[config.mk]
export PLATFORM = sky130hd
export DESIGN_NAME = bip_control
export DESIGN_NICKNAME = d
export VERILOG_FILES = /design/src/rtl/bip_control.sv
export SDC_FILE = /design/constraint.sdc
export NUM_CORES = 1
export LEC_CHECK = 0
export CORE_MARGIN = 1
export CORE_UTILIZATION = 40
export DETAILED_ROUTE_END_ITERATION = 16
export GPL_TIMING_DRIVEN = 0
export PLACE_DENSITY = 0.67
export SLEW_MARGIN = 20
export SYNTH_ARGS = -nofsm -noshare
export SYNTH_HDL_FRONTEND = slang
export SYNTH_SLANG_ARGS = --single-unit
export TNS_END_PERCENT = 100
[constraint.sdc]
create_clock -name i_clk -period 3.4 [get_ports i_clk]
set_input_delay 0.68 -clock i_clk [delete_from_list [all_inputs] [get_ports i_clk]]
set_output_delay 0.68 -clock i_clk [all_outputs]
set_load 0.05 [all_outputs]
[src/rtl/bip_control.sv]
// bip_control: BIP accumulator CPU control unit.
// Program counter, opcode decode, start/run/halt FSM, instruction counter.
module bip_control #(
  parameter int NB_BITS    = 16,
  parameter int NB_OPCODE  = 5,
  parameter int NB_OPERAND = 11,
  parameter int NB_CYCLES  = 32
) (
  input  logic                  i_clk,
  input  logic                  i_rst,
  input  logic                  i_start,
  input  logic [NB_BITS-1:0]    i_instr,
  output logic [NB_OPERAND-1:0] o_pc,
  output logic [NB_OPERAND-1:0] o_operand,
  output logic [1:0]            o_sel_a,
  output logic                  o_sel_b,
  output logic                  o_op_code,
  output logic                  o_wr_acc,
  output logic                  o_wr_ram,
  output logic                  o_rd_ram,
  output logic                  o_done,
  output logic [NB_CYCLES-1:0]  o_cycles
);

  typedef enum logic [1:0] {
    IDLE = 2'b00,
    RUN  = 2'b01,
    HALT = 2'b10
  } state_t;

  localparam logic [NB_OPCODE-1:0] OP_HLT  = 5'b00000;
  localparam logic [NB_OPCODE-1:0] OP_STO  = 5'b00001;
  localparam logic [NB_OPCODE-1:0] OP_LDV  = 5'b00010;
  localparam logic [NB_OPCODE-1:0] OP_LDI  = 5'b00011;
  localparam logic [NB_OPCODE-1:0] OP_ADD  = 5'b00100;
  localparam logic [NB_OPCODE-1:0] OP_ADDI = 5'b00101;
  localparam logic [NB_OPCODE-1:0] OP_SUB  = 5'b00110;
  localparam logic [NB_OPCODE-1:0] OP_SUBI = 5'b00111;

  state_t                  state;
  logic [NB_OPERAND-1:0]   pc;
  logic [NB_CYCLES-1:0]    cycles;
  logic                    done;
  logic [NB_OPCODE-1:0]    opcode;
  logic                    run;

  assign opcode    = i_instr[NB_BITS-1 -: NB_OPCODE];
  assign o_operand = i_instr[NB_OPERAND-1:0];
  assign o_pc      = pc;
  assign o_cycles  = cycles;
  assign o_done    = done;
  assign run       = (state == RUN);

  // FSM, program counter and saturating instruction counter
  always_ff @(posedge i_clk or posedge i_rst) begin
    if (i_rst) begin
      state  <= IDLE;
      pc     <= '0;
      cycles <= '0;
      done   <= 1'b0;
    end else begin
      unique case (state)
        IDLE, HALT: begin
          if (i_start) begin
            state  <= RUN;
            pc     <= '0;
            cycles <= '0;
            done   <= 1'b0;
          end
        end
        RUN: begin
          if (cycles != '1)
            cycles <= cycles + NB_CYCLES'(1);
          if (opcode == OP_HLT) begin
            state <= HALT;
            done  <= 1'b1;
          end else begin
            pc <= pc + NB_OPERAND'(1);
          end
        end
        default: begin
          state <= IDLE;
          done  <= 1'b0;
        end
      endcase
    end
  end

  // Strobe decode; gated by RUN so reset drops strobes at once
  always_comb begin
    o_sel_a   = 2'b00;
    o_sel_b   = 1'b0;
    o_op_code = 1'b0;
    o_wr_acc  = 1'b0;
    o_wr_ram  = 1'b0;
    o_rd_ram  = 1'b0;
    unique case (1'b1)
      run && opcode == OP_STO: begin
        o_wr_ram = 1'b1;
      end
      run && opcode == OP_LDV: begin
        o_rd_ram = 1'b1;
        o_wr_acc = 1'b1;
      end
      run && opcode == OP_LDI: begin
        o_sel_a  = 2'b01;
        o_wr_acc = 1'b1;
      end
      run && opcode == OP_ADD: begin
        o_sel_a   = 2'b10;
        o_op_code = 1'b1;
        o_rd_ram  = 1'b1;
        o_wr_acc  = 1'b1;
      end
      run && opcode == OP_ADDI: begin
        o_sel_a   = 2'b10;
        o_sel_b   = 1'b1;
        o_op_code = 1'b1;
        o_wr_acc  = 1'b1;
      end
      run && opcode == OP_SUB: begin
        o_sel_a  = 2'b10;
        o_rd_ram = 1'b1;
        o_wr_acc = 1'b1;
      end
      run && opcode == OP_SUBI: begin
        o_sel_a  = 2'b10;
        o_sel_b  = 1'b1;
        o_wr_acc = 1'b1;
      end
      default: begin
      end
    endcase
  end

endmodule
==> flow_summary_export.csv, run 1 <==
group,metric,value,unit
detailed_routing,vias_per_cell,6.04,
logic_synthesis,avgSynthCellArea,8.86,µm²
placement,place_area,3500,µm²
global_routing,grt_pass1_vias,2486,
logic_synthesis,synth_enable_flop_cells,0,
floorplanning,io_pins,81,
logic_synthesis,synth-main-ff-cell,"dfrtp_1",
clocking,cts_max_path_buffers,2,
floorplanning,die-area,7070,µm²
clocking,clock_sinks,45,
logic_synthesis,yosysMostFrequentCell,"dfrtp_1",
detailed_routing,vias,2774,
detailed_routing,wirelength,7620,µm
timing,hold_violations,0,
power_and_ir_drop,ir_worst_vdd,559,µV
logic_synthesis,ys_seq_area_share,41.8,%
setup_path,critPathLaunchType,"input pin",
detailed_routing,drtIter0Drc,206,
timing,fin_ws,0.182,ns
clocking,ctsHoldBuffers,0,
clocking,postCtsSetupRepairBufs,0,
setup_path,cp_num_cells,4,
logic_synthesis,ys_seq_elements,45,
logic_synthesis,async_flop_share,100,%
cells_and_area,nets,402,
setup_path,cp-endpoint,"o_sel_a[1]",
setup_path,ff2ff_path_depth,6,
power_and_ir_drop,p_switching,1.14,mW
setup_path,r2r-end,"o_cycles[5]$_DFFE_PP0P_",
cells_and_area,design_area,3640,µm²
setup_path,rrSetupSlack,0.51,ns
setup_path,path_delay_family,"buffers and inverters",
placement,port_buffers,69,
detailed_routing,postRouteAntennaNets,0,
timing,rsz0062_at_grt,"no",
floorplanning,coreArea,6420,µm²
floorplanning,rows,29,
detailed_routing,avgRoutedWirePerCell,16.6,µm
timing,hold-worst-slack,0.537,ns
placement,dp_slack,-0.216,ns
clocking,clk_latency,0.30,ns
logic_synthesis,synth_top_area_share,41.8,%
min_path,min_path_type,"reg2reg",
placement,routabilityCongestion,0.851,
detailed_routing,drcViolationCount,10,
timing,max_freq,0.311,GHz
placement,dp.cells,451,
setup_path,timing.rr.start,"o_cycles[3]$_DFFE_PP0P_",
power_and_ir_drop,report.power.total,2.38,mW
power_and_ir_drop,power_frac_clock,17.9,%
logic_synthesis,ys_top_cells_by_count,"45 x dfrtp_1, 28 x nand2_1, 27 x nor2_1, 16 x nand3_1, 15 x nand4_1",
power_and_ir_drop,power_leakage,1.64,nW
placement,dpl.hpwl,5370,µm
global_routing,antenna_found_initial,0,
timing,finalSetupViolCount,0,
clocking,clkTransAtPathRegs,0.08,ns
timing,maxSlewHeadroom,35.3,%
setup_path,critical_path.cell_chain,"clkdlybuf4s50_1 -> nor4b_2 -> and2_1 -> clkdlybuf4s50_1",
timing,skew,0.00899,ns
clocking,cts_tree,"yes",
setup_path,startpoint,"i_instr[14]",
logic_synthesis,ys_types,48,
setup_path,cp_slowest_cell,"clkdlybuf4s50_1",
detailed_routing,drt_pre_antenna_iters,11,
floorplanning,fp.dieH,84.1,µm
clocking,cts_made_buffers,5,
global_routing,grt.total_usage,21.8,%
floorplanning,die_w,84.1,µm
cells_and_area,nFillCells,579,
setup_path,crit_buf_inv,2,
logic_synthesis,syn_inst,304,
cells_and_area,syn2layout_area_growth,35.1,%
setup_path,required,2.72,ns
run,drv_cap,0,
global_routing,grt_overflow,0,
timing,drv_slew,0,
timing,fin_crit_sh,94.6,%
setup_path,worstPathArrival,2.54,ns
setup_path,crit_type,"in2out",
global_routing,grt_pass1_wl,12400,µm
power_and_ir_drop,combPwrFrac,49.3,%
clocking,htreeDepth,2,
floorplanning,start_util,41.9,%
setup_path,crit_fanout,6,
power_and_ir_drop,p_seq_share,32.7,%
setup_path,cp-end-kind,"primary output",
timing,min_period,3.22,ns
cells_and_area,final_cells,459,
logic_synthesis,synthTopCellsByArea,"dfrtp_1 42%, nand2_1 3.9%, nor2_1 3.8%",
logic_synthesis,netlist_area,2690,µm²
cells_and_area,drive_gt1_share,7.59,%
cells_and_area,antenna_cells,0,
clocking,cts_root_buf,"clkbuf_8",
logic_synthesis,yosysWarnings,0,
setup_path,max_stage_delay,0.80,ns
power_and_ir_drop,swShare,47.8,%
timing,final.setup.tns,0,ns
power_and_ir_drop,p_per_area,655,nW/µm²
logic_synthesis,yosysTopAreaCell,"dfrtp_1",
power_and_ir_drop,p_int,1.24,mW
global_routing,grt_max_degree,34,
timing,tightestPinTransition,0.970,ns
logic_synthesis,synth_fp_nets,325,
status,violations,"design-rule violations",
setup_path,cp_common_cell,"clkdlybuf4s50_1",
cells_and_area,finish.utilization,56.7,%
status,outcome,"finished with violations",
[power by group through the flow]
| stage | Sequential (mW) | Clock, mW | Combinational [mW] |
|---|---|---|---|
| detailed placement | 0.788 | 0 | 1.17 |
| finish | 0.780 | 0.428 | 1.18 |
| floorplan | 1.10 | 0 | 0.459 |
| global route | 0.801 | 0.460 | 1.26 |
| global placement | 0.784 | 0 | 1.16 |
| CTS | 0.779 | 0.440 | 1.18 |
[state kept, by name (all words and copies together), names as in the netlist]
name	cells
o_cycles	32
o_pc	11
state	2
[per-layer routing]
metal	global-route usage (%)	vias up	share of wire, %
li1	-	1293	-
met1	30.1	1343	44
met2	35.8	131	48
met3	3.07	7	7.2
met4	5.49	0	1.0
met5	0	-	0
[area by class of cell]
| class | instances | area, µm² | area share, % |
|---|---|---|---|
| multi-input combinational | 225 | 1400 | 38.5 |
| tap | 77 | 96.3 | 2.65 |
| clock inverter | 1 | 30.0 | 0.825 |
| timing repair buffer | 70 | 721 | 19.8 |
| inverter | 11 | 41.3 | 1.13 |
| buffer | 23 | 136 | 3.75 |
| sequential | 45 | 1130 | 30.9 |
| clock buffer | 7 | 86.3 | 2.37 |
[logic make-up after synthesis]
| family | after synthesis | share of synthesized area (%) |
|---|---|---|
| simple gates | 147 | 29.7 |
| compound gates | 66 | 17.6 |
| flops | 45 | 41.8 |
| buf+inv | 34 | 6.60 |
| xor+xnor | 7 | 2.28 |
| mux | 3 | 1.11 |
| fa+ha+maj | 2 | 0.929 |
[layout by cell type, fill, tap and decap left out, types with 11 or more instances in the layout]
cell type and n:
buf_4 11, clkdlybuf4s50_1 65, dfrtp_1 45, nand2_1 28
nand3_1 16, nand4_1 15, nor2_1 27, nor3_1 11
o21ai_0 12
[repair_timing]
action	in CTS	in global routing
setup endpoints to repair	7	4
gates resized for setup	1	4
pin swaps	0	0
[worst min path at each step]
stage,slack (ns),to,from,depth (start not counted)
floorplan,0.62,state[1]$_DFFE_PP0P_,state[0]$_DFFE_PP0P_,2
global placement,0.52,o_cycles[0]$_DFFE_PP0P_,o_cycles[0]$_DFFE_PP0P_,1
detailed placement,0.52,o_cycles[0]$_DFFE_PP0P_,o_cycles[0]$_DFFE_PP0P_,1
CTS,0.54,o_pc[0]$_DFFE_PP0P_,o_pc[0]$_DFFE_PP0P_,1
global route,0.58,o_cycles[4]$_DFFE_PP0P_,o_cycles[4]$_DFFE_PP0P_,1
finish,0.54,o_cycles[0]$_DFFE_PP0P_,o_cycles[0]$_DFFE_PP0P_,1
Power figures use the tool's default switching activity.
==> run 2, diff against run 1 <==
CORE_UTILIZATION = 30   (was 40)
DONT_BUFFER_PORTS = 1   (was not set)
HOLD_SLACK_MARGIN = 0.02   (was not set)
PLACE_DENSITY = 0.41   (was 0.67)
==> run 2 against run 1 <==
The run now ends clean. Cell count down 7.4%. Clock-buffer cell count down 1. Sequential power up 46%. Utilization down 22 points. Critical path depth down 1. Largest power group is now registers. Global-route usage down 4.6 points. Non-clock buffer count down 65. Power down 7.6%. Sequential share of layout area up 6.4 points. Worst hold slack worse by 0.26 ns.
==> flow_summary_export.csv, run 2 (synthesized netlist as in run 1, its figures left out) <==
group,metric,value,unit
clocking,clkTransAtPathRegs,0.09,ns
detailed_routing,avgRoutedWirePerCell,18.8,µm
timing,skew,0.00715,ns
global_routing,grt_max_degree,26,
status,outcome,"completed",
timing,maxSlewHeadroom,39.8,%
setup_path,ff2ff_path_depth,7,
cells_and_area,antenna_cells,0,
clocking,clock_sinks,45,
cells_and_area,layout_commonest_cell,"dfrtp_1",
detailed_routing,drt_pre_antenna_iters,4,
timing,hold_violations,0,
timing,min_period,3.24,ns
clocking,cts_max_path_buffers,2,
clocking,clk_latency,0.30,ns
setup_path,worstPathArrival,2.56,ns
cells_and_area,multi_input_comb_area,1410,µm²
cells_and_area,final_cell_mix,"45 x dfrtp_1, 28 x nand2_1, 27 x nor2_1",
floorplanning,rows,34,
placement,routabilityCongestion,0.840,
cells_and_area,finish.utilization,34.6,%
timing,tightestPinTransition,0.902,ns
power_and_ir_drop,report.power.total,2.20,mW
detailed_routing,vias,2434,
setup_path,crit_fanout,6,
global_routing,grt_pass1_wl,12800,µm
clocking,cts_root_buf,"clkbuf_8",
cells_and_area,syn2layout_area_growth,12.0,%
cells_and_area,nFillCells,909,
global_routing,grt_pass1_vias,2272,
power_and_ir_drop,ir_worst_vdd,307,µV
placement,port_buffers,0,
global_routing,antenna_found_initial,0,
cells_and_area,regArea,1130,µm²
global_routing,grt_overflow,0,
timing,fin_ws,0.163,ns
detailed_routing,drcViolationCount,0,
floorplanning,die_w,96.8,µm
floorplanning,fp.dieH,96.8,µm
run,drv_cap,0,
floorplanning,coreArea,8720,µm²
detailed_routing,postRouteAntennaNets,0,
detailed_routing,wirelength,8000,µm
cells_and_area,nets,337,
setup_path,rrSetupSlack,0.25,ns
timing,max_freq,0.309,GHz
detailed_routing,drtIter0Drc,120,
timing,fin_crit_sh,95.2,%
power_and_ir_drop,p_per_area,730,nW/µm²
floorplanning,start_util,30.9,%
cells_and_area,drive_gt1_share,11.4,%
setup_path,r2r-end,"o_cycles[1]$_DFFE_PP0P_",
clocking,htreeDepth,2,
timing,hold-worst-slack,0.273,ns
floorplanning,die-area,9360,µm²
cells_and_area,largest_register_ffs,32,
placement,dpl.hpwl,5700,µm
setup_path,critPathLaunchType,"flip-flop",
min_path,min_path_type,"in2async",
timing,drv_slew,0,
timing,rsz0062_at_grt,"no",
detailed_routing,vias_per_cell,5.73,
setup_path,required,2.72,ns
setup_path,cp-end-kind,"primary output",
timing,finalSetupViolCount,0,
setup_path,timing.rr.start,"o_cycles[4]$_DFFE_PP0P_",
floorplanning,io_pins,81,
clocking,cts_made_buffers,5,
clocking,cts_tree,"yes",
setup_path,crit_type,"reg2out",
placement,dp_slack,-0.00464,ns
global_routing,grt.total_usage,17.2,%
power_and_ir_drop,power_leakage,1.34,nW
==> run 2: cell types whose count changed in the layout (fill, tap and decap cells not counted) <==
cell,change
clkdlybuf4s50_1,-65
buf_4,+4
dlymetal6s2s_1,-4
nor2b_1,-2
nor2b_2,+2
clkbuf_1,-1
clkinvlp_4,+1
==> run 2: worst max path at each step <==
| stage | from | depth (start not counted) | to |
|---|---|---|---|
| final | state[1]$_DFFE_PP0P_ | 3 | o_op_code |
| after global routing | state[1]$_DFFE_PP0P_ | 3 | o_op_code |
| after CTS | o_cycles[4]$_DFFE_PP0P_ | 6 | o_cycles[5]$_DFFE_PP0P_ |
| after detailed placement | state[1]$_DFFE_PP0P_ | 3 | o_op_code |
| after global placement | state[1]$_DFFE_PP0P_ | 3 | o_op_code |
| after floorplan | i_instr[14] | 3 | o_op_code |
==> run 2: area by class of cell <==
class | instances | share of cell area [%]
multi-input combinational | 225 | 46.7
sequential | 45 | 37.3
buffer | 23 | 4.52
tap | 108 | 4.48
clock buffer | 6 | 2.74
timing repair buffer | 5 | 1.66
inverter | 11 | 1.37
clock inverter | 2 | 1.24
==> run 2: what timing repair did <==
action                     in CTS  in global routing
setup endpoints to repair       2                 12
gates cloned                    0                  0
resized for setup               3                  0
hold buffers                    0                  0
buffers inserted                0                  4
pin swaps                       0                  1
==> run 2: worst max-delay path, stage by stage, from the launching register on <==
cell	delay (ns)
dfrtp_1	0.61
nor4b_2	0.55
and2_1	0.52
nor2b_2	0.58
==> run 2: metal layers <==
metal / wire length, µm / track usage [%]
met4: 123 / 4.71
met2: 3560 / 26.4
met5: 0 / 0
met1: 3840 / 24.2
met3: 477 / 4.12
==> run 2: stage by stage <==
step	cells	area [µm²]	setup TNS (ns)
floorplan	304	2690	0
detailed placement	413	2850	-0.00464
CTS	421	2980	0
finish	425	3020	0
global route	425	3020	0
global placement	412	2830	0
==> run 2: power by group <==
group | leakage [nW] | switching, mW | internal (mW) | total, mW
Combinational | 0.674 | 0.442 | 0.187 | 0.628
Clock | 0.0574 | 0.198 | 0.239 | 0.437
Sequential | 0.608 | 0.506 | 0.631 | 1.14
